`src/rtl/regfile_pkg.sv`:
```
// Shared types and helpers for the register-file write scheduler.
// Holds the scheduler state encoding and the address-width helper.
package regfile_pkg;

  localparam int RF_DATA_WIDTH = 32;
  localparam int RF_NUM_WORDS  = 32;
  localparam int RF_NUM_REQ    = 3;

  // Address width for a given depth; never narrower than one bit.
  function automatic int addr_width(input int num_words);
    return (num_words > 2) ? $clog2(num_words) : 1;
  endfunction

  localparam int RF_AW = addr_width(RF_NUM_WORDS);

  typedef logic [0:0] sched_state_e;
  localparam sched_state_e INIT = 1'b0;
  localparam sched_state_e RUN  = 1'b1;

endpackage

```
`src/rtl/regfile_wr_sched_if.sv`:
```
// Requester-side handshake and regfile write-port bundle for regfile_wr_sched.
// master = requesters/regfile side, slave = the scheduler.
interface regfile_wr_sched_if
  import regfile_pkg::*;
#(
  parameter int DATA_WIDTH = RF_DATA_WIDTH,
  parameter int NUM_WORDS  = RF_NUM_WORDS,
  parameter int NUM_REQ    = RF_NUM_REQ
);
  localparam int AW = addr_width(NUM_WORDS);

  logic [NUM_REQ-1:0]                 req_valid;
  logic [NUM_REQ-1:0]                 req_ready;
  logic [NUM_REQ-1:0][AW-1:0]         req_addr;
  logic [NUM_REQ-1:0][DATA_WIDTH-1:0] req_data;

  logic [1:0]                         rf_we;
  logic [1:0][AW-1:0]                 rf_waddr;
  logic [1:0][DATA_WIDTH-1:0]         rf_wdata;

  modport master (
    output req_valid, req_addr, req_data,
    input  req_ready, rf_we, rf_waddr, rf_wdata
  );

  modport slave (
    input  req_valid, req_addr, req_data,
    output req_ready, rf_we, rf_waddr, rf_wdata
  );

endinterface

```
`src/rtl/regfile_wr_arb.sv`:
```
// Combinational two-grant picker: g0 is the lowest-index valid requester,
// g1 the next valid requester targeting a different address than g0.
module regfile_wr_arb #(
  parameter int NUM_REQ = 3,
  parameter int AW      = 5
) (
  input  logic [NUM_REQ-1:0]         valid_i,
  input  logic [NUM_REQ-1:0][AW-1:0] addr_i,
  output logic [NUM_REQ-1:0]         g0_oh_o,
  output logic [NUM_REQ-1:0]         g1_oh_o,
  output logic                       g0_vld_o,
  output logic                       g1_vld_o
);

  logic [NUM_REQ-1:0] g0_oh;
  logic [NUM_REQ-1:0] g1_oh;
  logic               g0_vld;
  logic               g1_vld;
  logic [AW-1:0]      g0_addr;

  always_comb begin
    // NOTE: every variable gets a default before the loops so no path leaves it unassigned (no latch).
    g0_oh   = '0;
    g1_oh   = '0;
    g0_vld  = 1'b0;
    g1_vld  = 1'b0;
    g0_addr = '0;

    for (int i = 0; i < NUM_REQ; i++) begin
      if (valid_i[i] && !g0_vld) begin
        g0_oh[i] = 1'b1;
        g0_vld   = 1'b1;
        g0_addr  = addr_i[i];
      end
    end

    // Any valid index other than g0 is already above g0, since g0 is the lowest.
    for (int i = 0; i < NUM_REQ; i++) begin
      if (valid_i[i] && g0_vld && !g0_oh[i] && !g1_vld && (addr_i[i] != g0_addr)) begin
        g1_oh[i] = 1'b1;
        g1_vld   = 1'b1;
      end
    end
  end

  assign g0_oh_o  = g0_oh;
  assign g1_oh_o  = g1_oh;
  assign g0_vld_o = g0_vld;
  assign g1_vld_o = g1_vld;

endmodule

```
`src/rtl/regfile_wr_sched.sv`:
```
// Write scheduler and zero-fill sequencer for the two-write-port regfile.
// Holds the INIT/RUN FSM, fill pointer and registered write-port outputs.
module regfile_wr_sched
  import regfile_pkg::*;
#(
  parameter int DATA_WIDTH    = RF_DATA_WIDTH,
  parameter int NUM_WORDS     = RF_NUM_WORDS,
  parameter int NUM_REQ       = RF_NUM_REQ,
  parameter bit ZERO_REG_ZERO = 1'b0
) (
  input  logic             clk_i,
  input  logic             rst_i,
  input  logic             init_req_i,
  output logic             init_done_o,
  regfile_wr_sched_if.slave bus
);

  localparam int            AW        = addr_width(NUM_WORDS);
  localparam logic [AW-1:0] LAST_PAIR = AW'(NUM_WORDS - 2);

  typedef struct packed {
    logic [AW-1:0]         addr;
    logic [DATA_WIDTH-1:0] data;
  } wreq_t;

  typedef struct packed {
    logic                  we;
    logic [AW-1:0]         addr;
    logic [DATA_WIDTH-1:0] data;
  } wport_t;

  sched_state_e   state_q, state_d;
  logic [AW-1:0]  ptr_q, ptr_d;
  wport_t [1:0]   port_q, port_d;

  logic [NUM_REQ-1:0] g0_oh, g1_oh;
  logic               g0_vld, g1_vld;
  wreq_t              g0_req, g1_req;

  regfile_wr_arb #(
    .NUM_REQ (NUM_REQ),
    .AW      (AW)
  ) u_arb (
    .valid_i  (bus.req_valid),
    .addr_i   (bus.req_addr),
    .g0_oh_o  (g0_oh),
    .g1_oh_o  (g1_oh),
    .g0_vld_o (g0_vld),
    .g1_vld_o (g1_vld)
  );

  function automatic logic drop_write(input logic [AW-1:0] addr);
    return ZERO_REG_ZERO && (addr == '0);
  endfunction

  always_comb begin
    g0_req = '0;
    g1_req = '0;
    for (int i = 0; i < NUM_REQ; i++) begin
      if (g0_oh[i]) g0_req = '{addr: bus.req_addr[i], data: bus.req_data[i]};
      if (g1_oh[i]) g1_req = '{addr: bus.req_addr[i], data: bus.req_data[i]};
    end
  end

  always_comb begin
    state_d       = state_q;
    ptr_d         = ptr_q;
    port_d        = port_q;
    port_d[0].we  = 1'b0;
    port_d[1].we  = 1'b0;
    bus.req_ready = '0;

    case (state_q)
      INIT: begin
        port_d[0] = '{we: 1'b1, addr: ptr_q,            data: '0};
        port_d[1] = '{we: 1'b1, addr: ptr_q + AW'(1),   data: '0};
        if (ptr_q == LAST_PAIR) begin
          state_d = RUN;
          ptr_d   = '0;
        end else begin
          ptr_d = ptr_q + AW'(2);
        end
      end

      default: begin
        if (init_req_i) begin
          state_d = INIT;
          ptr_d   = '0;
        end else begin
          bus.req_ready = g0_oh | g1_oh;
          // Writes to x0 still consume their slot; only the strobe is suppressed.
          if (g0_vld) port_d[0] = '{we: !drop_write(g0_req.addr), addr: g0_req.addr, data: g0_req.data};
          if (g1_vld) port_d[1] = '{we: !drop_write(g1_req.addr), addr: g1_req.addr, data: g1_req.data};
        end
      end
    endcase
  end

  // NOTE: sequential state is updated only with non-blocking assignments so all flops sample pre-edge values.
  // NOTE: the regfile array itself is never reset; the INIT fill is what clears it.
  always_ff @(posedge clk_i or posedge rst_i) begin
    if (rst_i) begin
      state_q <= INIT;
      ptr_q   <= '0;
      port_q  <= '0;
    end else begin
      state_q <= state_d;
      ptr_q   <= ptr_d;
      port_q  <= port_d;
    end
  end

  always_comb begin
    for (int p = 0; p < 2; p++) begin
      bus.rf_we[p]    = port_q[p].we;
      bus.rf_waddr[p] = port_q[p].addr;
      bus.rf_wdata[p] = port_q[p].data;
    end
  end

  assign init_done_o = (state_q == RUN);

endmodule

```
`src/flat_wrapper.sv`:
```
// flat-port wrapper written by rule: the top's interface ports become plain ports
module regfile_wr_sched_flat import regfile_pkg::*;
#(
  parameter int DATA_WIDTH    = RF_DATA_WIDTH,
  parameter int NUM_WORDS     = RF_NUM_WORDS,
  parameter int NUM_REQ       = RF_NUM_REQ,
  parameter bit ZERO_REG_ZERO = 1'b0
)
  (clk_i, rst_i, init_req_i, init_done_o, bus_req_valid, bus_req_addr, bus_req_data, bus_req_ready, bus_rf_we, bus_rf_waddr, bus_rf_wdata);
  regfile_wr_sched_if #(.DATA_WIDTH(DATA_WIDTH), .NUM_WORDS(NUM_WORDS), .NUM_REQ(NUM_REQ)) bus_i ();
  input  logic clk_i;
  input  logic rst_i;
  input  logic init_req_i;
  output logic init_done_o;
  input wire logic [$bits(bus_i.req_valid)-1:0] bus_req_valid;
  input wire logic [$bits(bus_i.req_addr)-1:0] bus_req_addr;
  input wire logic [$bits(bus_i.req_data)-1:0] bus_req_data;
  output wire logic [$bits(bus_i.req_ready)-1:0] bus_req_ready;
  output wire logic [$bits(bus_i.rf_we)-1:0] bus_rf_we;
  output wire logic [$bits(bus_i.rf_waddr)-1:0] bus_rf_waddr;
  output wire logic [$bits(bus_i.rf_wdata)-1:0] bus_rf_wdata;
  assign bus_i.req_valid = bus_req_valid;
  assign bus_i.req_addr = bus_req_addr;
  assign bus_i.req_data = bus_req_data;
  assign bus_req_ready = bus_i.req_ready;
  assign bus_rf_we = bus_i.rf_we;
  assign bus_rf_waddr = bus_i.rf_waddr;
  assign bus_rf_wdata = bus_i.rf_wdata;
  regfile_wr_sched #(.DATA_WIDTH(DATA_WIDTH), .NUM_WORDS(NUM_WORDS), .NUM_REQ(NUM_REQ), .ZERO_REG_ZERO(ZERO_REG_ZERO)) u_core (.clk_i(clk_i), .rst_i(rst_i), .init_req_i(init_req_i), .init_done_o(init_done_o), .bus(bus_i));
endmodule
```
`config.mk`:
```
export PLATFORM = sky130hd
export DESIGN_NAME = regfile_wr_sched_flat
export DESIGN_NICKNAME = d
export VERILOG_FILES = /design/src/rtl/regfile_pkg.sv /design/src/rtl/regfile_wr_sched_if.sv /design/src/rtl/regfile_wr_arb.sv /design/src/rtl/regfile_wr_sched.sv /design/src/flat_wrapper.sv
export SDC_FILE = /design/constraint.sdc
export NUM_CORES = 1
export LEC_CHECK = 0
export ABC_AREA = 1
export CORE_UTILIZATION = 25
export CTS_BUF_LIST = sky130_fd_sc_hd__clkbuf_8
export DETAILED_ROUTE_END_ITERATION = 10
export HOLD_SLACK_MARGIN = 0.05
export PLACE_DENSITY = 0.59
export SLEW_MARGIN = 0
export SYNTH_ARGS = -nofsm -noshare
export SYNTH_HDL_FRONTEND = slang
export SYNTH_SLANG_ARGS = --single-unit
```
`constraint.sdc`:
```
create_clock -name clk_i -period 5.8 [get_ports clk_i]
set_input_delay 1.16 -clock clk_i [delete_from_list [all_inputs] [get_ports clk_i]]
set_output_delay 1.16 -clock clk_i [all_outputs]
set_load 0.02 [all_outputs]
```
==> impl_metrics.csv, run 1 <==
group,metric,value,unit
run,timing.max_cap.violations,0,
timing,slew_headroom,43.6,%
worst_hold_path,min_path_cells,2,
worst_setup_path,worstSetupPathType,"primary input to output port",
clocking,clk_path_buf_depth,2,
timing,fmax,195,MHz
worst_setup_path,path_cells,"clkdlybuf4s50_1, nor2_2, nand2_2, buf_4, nand3_1, nand2_1, nand2_1, nand3_1, nor2_2, nand2_2, nand2_4, buf_4, a21oi_1, clkdlybuf4s50_1",
finish,most-common-layout-cells,"nand2_1, clkdlybuf4s50_1, dfrtp_1, o21ai_0, o211ai_1",
placement,postPlaceCellArea,0.00664,sq mm
clocking,htreeDepth,3,
global_route,grt_pass1_vias,4930,
power,p_clk_share,24.2,%
finish,antenna_cells,0,
clocking,tritoncts,"built",
detailed_routing,route.detailed.drc,0,
power,p_int,1.15,mW
worst_setup_path,startpoint,"bus_req_valid[1]",
yosys,syn_nets,692,
worst_setup_path,crit_cells,14,
clocking,cts-root-buf,"clkbuf_8",
clocking,cts_sinks,81,
finish,syn2layout_area_growth,52.2,%
yosys,netlist_area,0.00450,sq mm
placement,gp_congestion,0.833,
finish,final_common_cell,"nand2_1",
yosys,seq_area_frac_synth,45.1,%
detailed_routing,vias_per_cell,4.90,
timing,fin_ws,0.671,ns
global_route,grt_max_degree,46,
clocking,postCtsResizedCells,0,
clocking,path_clk_slew,0.08,ns
finish,final_cell_area,0.00685,sq mm
global_route,track_usage,19.7,%
clocking,postCtsHoldBufs,0,
yosys,ys_types,29,
yosys,synth_edf_count,0,
worst_hold_path,min_to,"u_core.bus.rf_wdata[62]$_DFFE_PP0P_",
yosys,postSynthCellCount,574,
floorplanning,dieHeight,136,microns
finish,multi_input_area,0.00215,sq mm
global_route,grt_overflow_total,0,
floorplanning,die_w,136,microns
worst_setup_path,rr_worst_depth,7,
yosys,ys_warn_count,0,
timing,finClkSkew,0.00839,ns
worst_hold_path,min_from,"u_core.bus.rf_wdata[62]$_DFFE_PP0P_",
power,power_density,269,mW/mm^2
timing,slew_viol_final,0,
detailed_routing,wirelength,17.7,mm
placement,pre_cts_slack,0.694,ns
status,status,"finished clean",
power,vdd.ir_drop.worst,0.172,mV
detailed_routing,routedWlPerCell,17.9,microns
floorplanning,std_cell_rows,48,
finish,drive_gt1_share,6.05,%
worst_setup_path,cp_max_fo,29,
clocking,insertion_delay,0.38,ns
placement,dp_hpwl,12.4,mm
power,p_sw,691,uW
global_route,antenna_found_initial,0,
floorplanning,start_util,25.8,%
timing,finalCriticalPeriod,5.13,ns
finish,regArea,0.00203,sq mm
yosys,yosys_register_bits,81,
detailed_routing,antenna_left,0,
placement,dpl.cell_count,969,
power,p_comb_share,37.4,%
timing,tns,0,ns
floorplanning,coreArea,0.0174,sq mm
worst_setup_path,critPathBufInv,4,
timing,worst_pin_slew,0.846,ns
placement,port_buffers,196,
clocking,post_cts_buffers,0,
power,power_leakage,3.07,nW
worst_setup_path,crit_family,"buffers and inverters",
yosys,async_reset_ff_share,100,%
worst_hold_path,hold_path.class,"flop to flop",
power,p_sw_share,37.5,%
detailed_routing,drt_iter0_markers,229,
worst_setup_path,required,4.64,ns
yosys,syn_avg_cell_area,7.84,sq um
floorplanning,dieArea,0.0185,sq mm
detailed_routing,first_pass_iters,6,
yosys,ys.flop_type,"dfrtp_1",
clocking,cts-buffers-inserted,9,
detailed_routing,dr_total_vias,4823,
worst_setup_path,rr_endpoint,"u_core.bus.rf_wdata[27]$_DFFE_PP0P_",
timing,min_period_over_period,88.4,%
power,finalPower,1.84,mW
finish,fin_cells,985,
finish,final_nets,873,
finish,fillers,1790,
worst_setup_path,start_kind,"primary input",
power,pwr-share-seq,38.4,%
worst_setup_path,cp_slowest_cell,"clkdlybuf4s50_1",
worst_setup_path,reg2reg_slack,3.18,ns
worst_setup_path,critPathArrivalTime,3.97,ns
worst_setup_path,max_stage_delay,0.70,ns
timing,finalSetupViolCount,0,
worst_setup_path,cp-end-kind,"output port",
worst_setup_path,r2r-start,"u_core.init_done_o$_DFF_PP0_",
timing,hold_viol,0,
floorplanning,ios,197,
timing,rsz0062_at_grt,"false",
global_route,grt_pass1_wl,27.5,mm
## cells in the mapped netlist (2+ instances only)
master	count	area share, %
nand2_4	2	0.50
buf_6	3	0.75
o211ai_1	36	6.0
nor2_1	34	2.8
o21ai_0	40	4.4
nand3b_1	2	0.33
nand2_2	3	0.42
nand3_2	2	0.44
nor2_2	4	0.56
o31ai_1	16	2.7
nand2_1	200	17
nand3_1	35	3.9
buf_8	3	1.0
inv_1	31	2.6
a221oi_1	31	6.0
clkbuf_1	21	1.8
inv_2	2	0.17
buf_2	11	1.2
nand4_1	5	0.70
dfrtp_1	81	45
a21oi_1	4	0.44
## worst max-delay path by stage
stage                  endpoint  slack [ns]
6_report       bus_req_ready[1]        0.67
4_1_cts        bus_req_ready[1]        0.67
2_1_floorplan  bus_req_ready[2]        1.89
3_3_place_gp   bus_req_ready[1]        0.69
5_1_grt        bus_req_ready[1]        0.46
3_5_place_dp   bus_req_ready[1]        0.69
## through the flow
step,util (%),hold slack [ns]
2_1_floorplan,-,0.528
3_3_place_gp,38.1,0.463
3_5_place_dp,38.1,0.465
4_1_cts,39.3,0.486
5_1_grt,39.3,0.513
6_report,39.3,0.480
## final cells by class
class / count / share of cell area (%)
flip-flops and latches: 81 / 29.6
clock buffers: 10 / 2.01
clock inverters: 6 / 0.987
well taps: 225 / 4.11
multi-input cells: 421 / 31.5
repair buffers: 209 / 30.0
inverters: 33 / 1.83
## worst register-to-register path: cells and delay by family (launching register included)
family | cells | cell delay (ns)
and+or+nand+nor | 2 | 0.62
DFF | 1 | 0.48
AOI/OAI and AO/OA | 1 | 0.30
buffers and inverters | 4 | 1.12
## logic make-up (layout without fill, tap and decap cells)
group	count (synthesis)	in the layout	share of synthesized area, %
adders and majority gates	1	1	0.278
xor gates and xnor gates	1	1	0.195
and+or+nand+nor	287	287	26.4
AOI/OAI and AO/OA	132	132	20.5
buffers and inverters	72	258	7.65
DFF	81	81	45.0
## registers in the layout, summed over array words and instances, names as in the netlist
register             cells
u_core.bus.rf_wdata     64
u_core.bus.rf_waddr     10
u_core.ptr_q             4
u_core.bus.rf_we         2
u_core.init_done_o       1
## metal layers
| metal | up-vias | part of all wire (%) | GRT usage [%] | wire [microns] |
|---|---|---|---|---|
| li1 | 2342 | - | - | - |
| met1 | 2235 | 44 | 25.6 | 7730 |
| met2 | 217 | 46 | 31.1 | 8060 |
| met3 | 29 | 8.0 | 4.14 | 1410 |
| met4 | 0 | 2.6 | 8.83 | 452 |
| met5 | - | 0 | 0 | 0 |
## power by group through the flow
stage / Sequential (mW) / Combinational (mW) / Clock (mW)
4_1_cts: 0.710 / 0.696 / 0.461
3_3_place_gp: 0.720 / 0.692 / 0
6_report: 0.709 / 0.691 / 0.446
3_5_place_dp: 0.720 / 0.688 / 0
2_1_floorplan: 0.795 / 0.283 / 0
5_1_grt: 0.722 / 0.754 / 0.483
Power figures use the tool's default switching activity.
==> run 2, diff against run 1 <==
--- a/config.mk
+++ b/config.mk
@@ -6,12 +6,13 @@
 export NUM_CORES = 1
 export LEC_CHECK = 0
 export ABC_AREA = 1
+export ABC_CLOCK_PERIOD_IN_PS = 5800
 export CORE_UTILIZATION = 25
 export CTS_BUF_LIST = sky130_fd_sc_hd__clkbuf_8
 export DETAILED_ROUTE_END_ITERATION = 10
 export HOLD_SLACK_MARGIN = 0.05
 export PLACE_DENSITY = 0.59
-export SLEW_MARGIN = 0
+export SLEW_MARGIN = 20
 export SYNTH_ARGS = -nofsm -noshare
 export SYNTH_HDL_FRONTEND = slang
 export SYNTH_SLANG_ARGS = --single-unit
==> results of run 2 <==
Same layout as run 1: the final DEF is identical, and so are final timing and power.
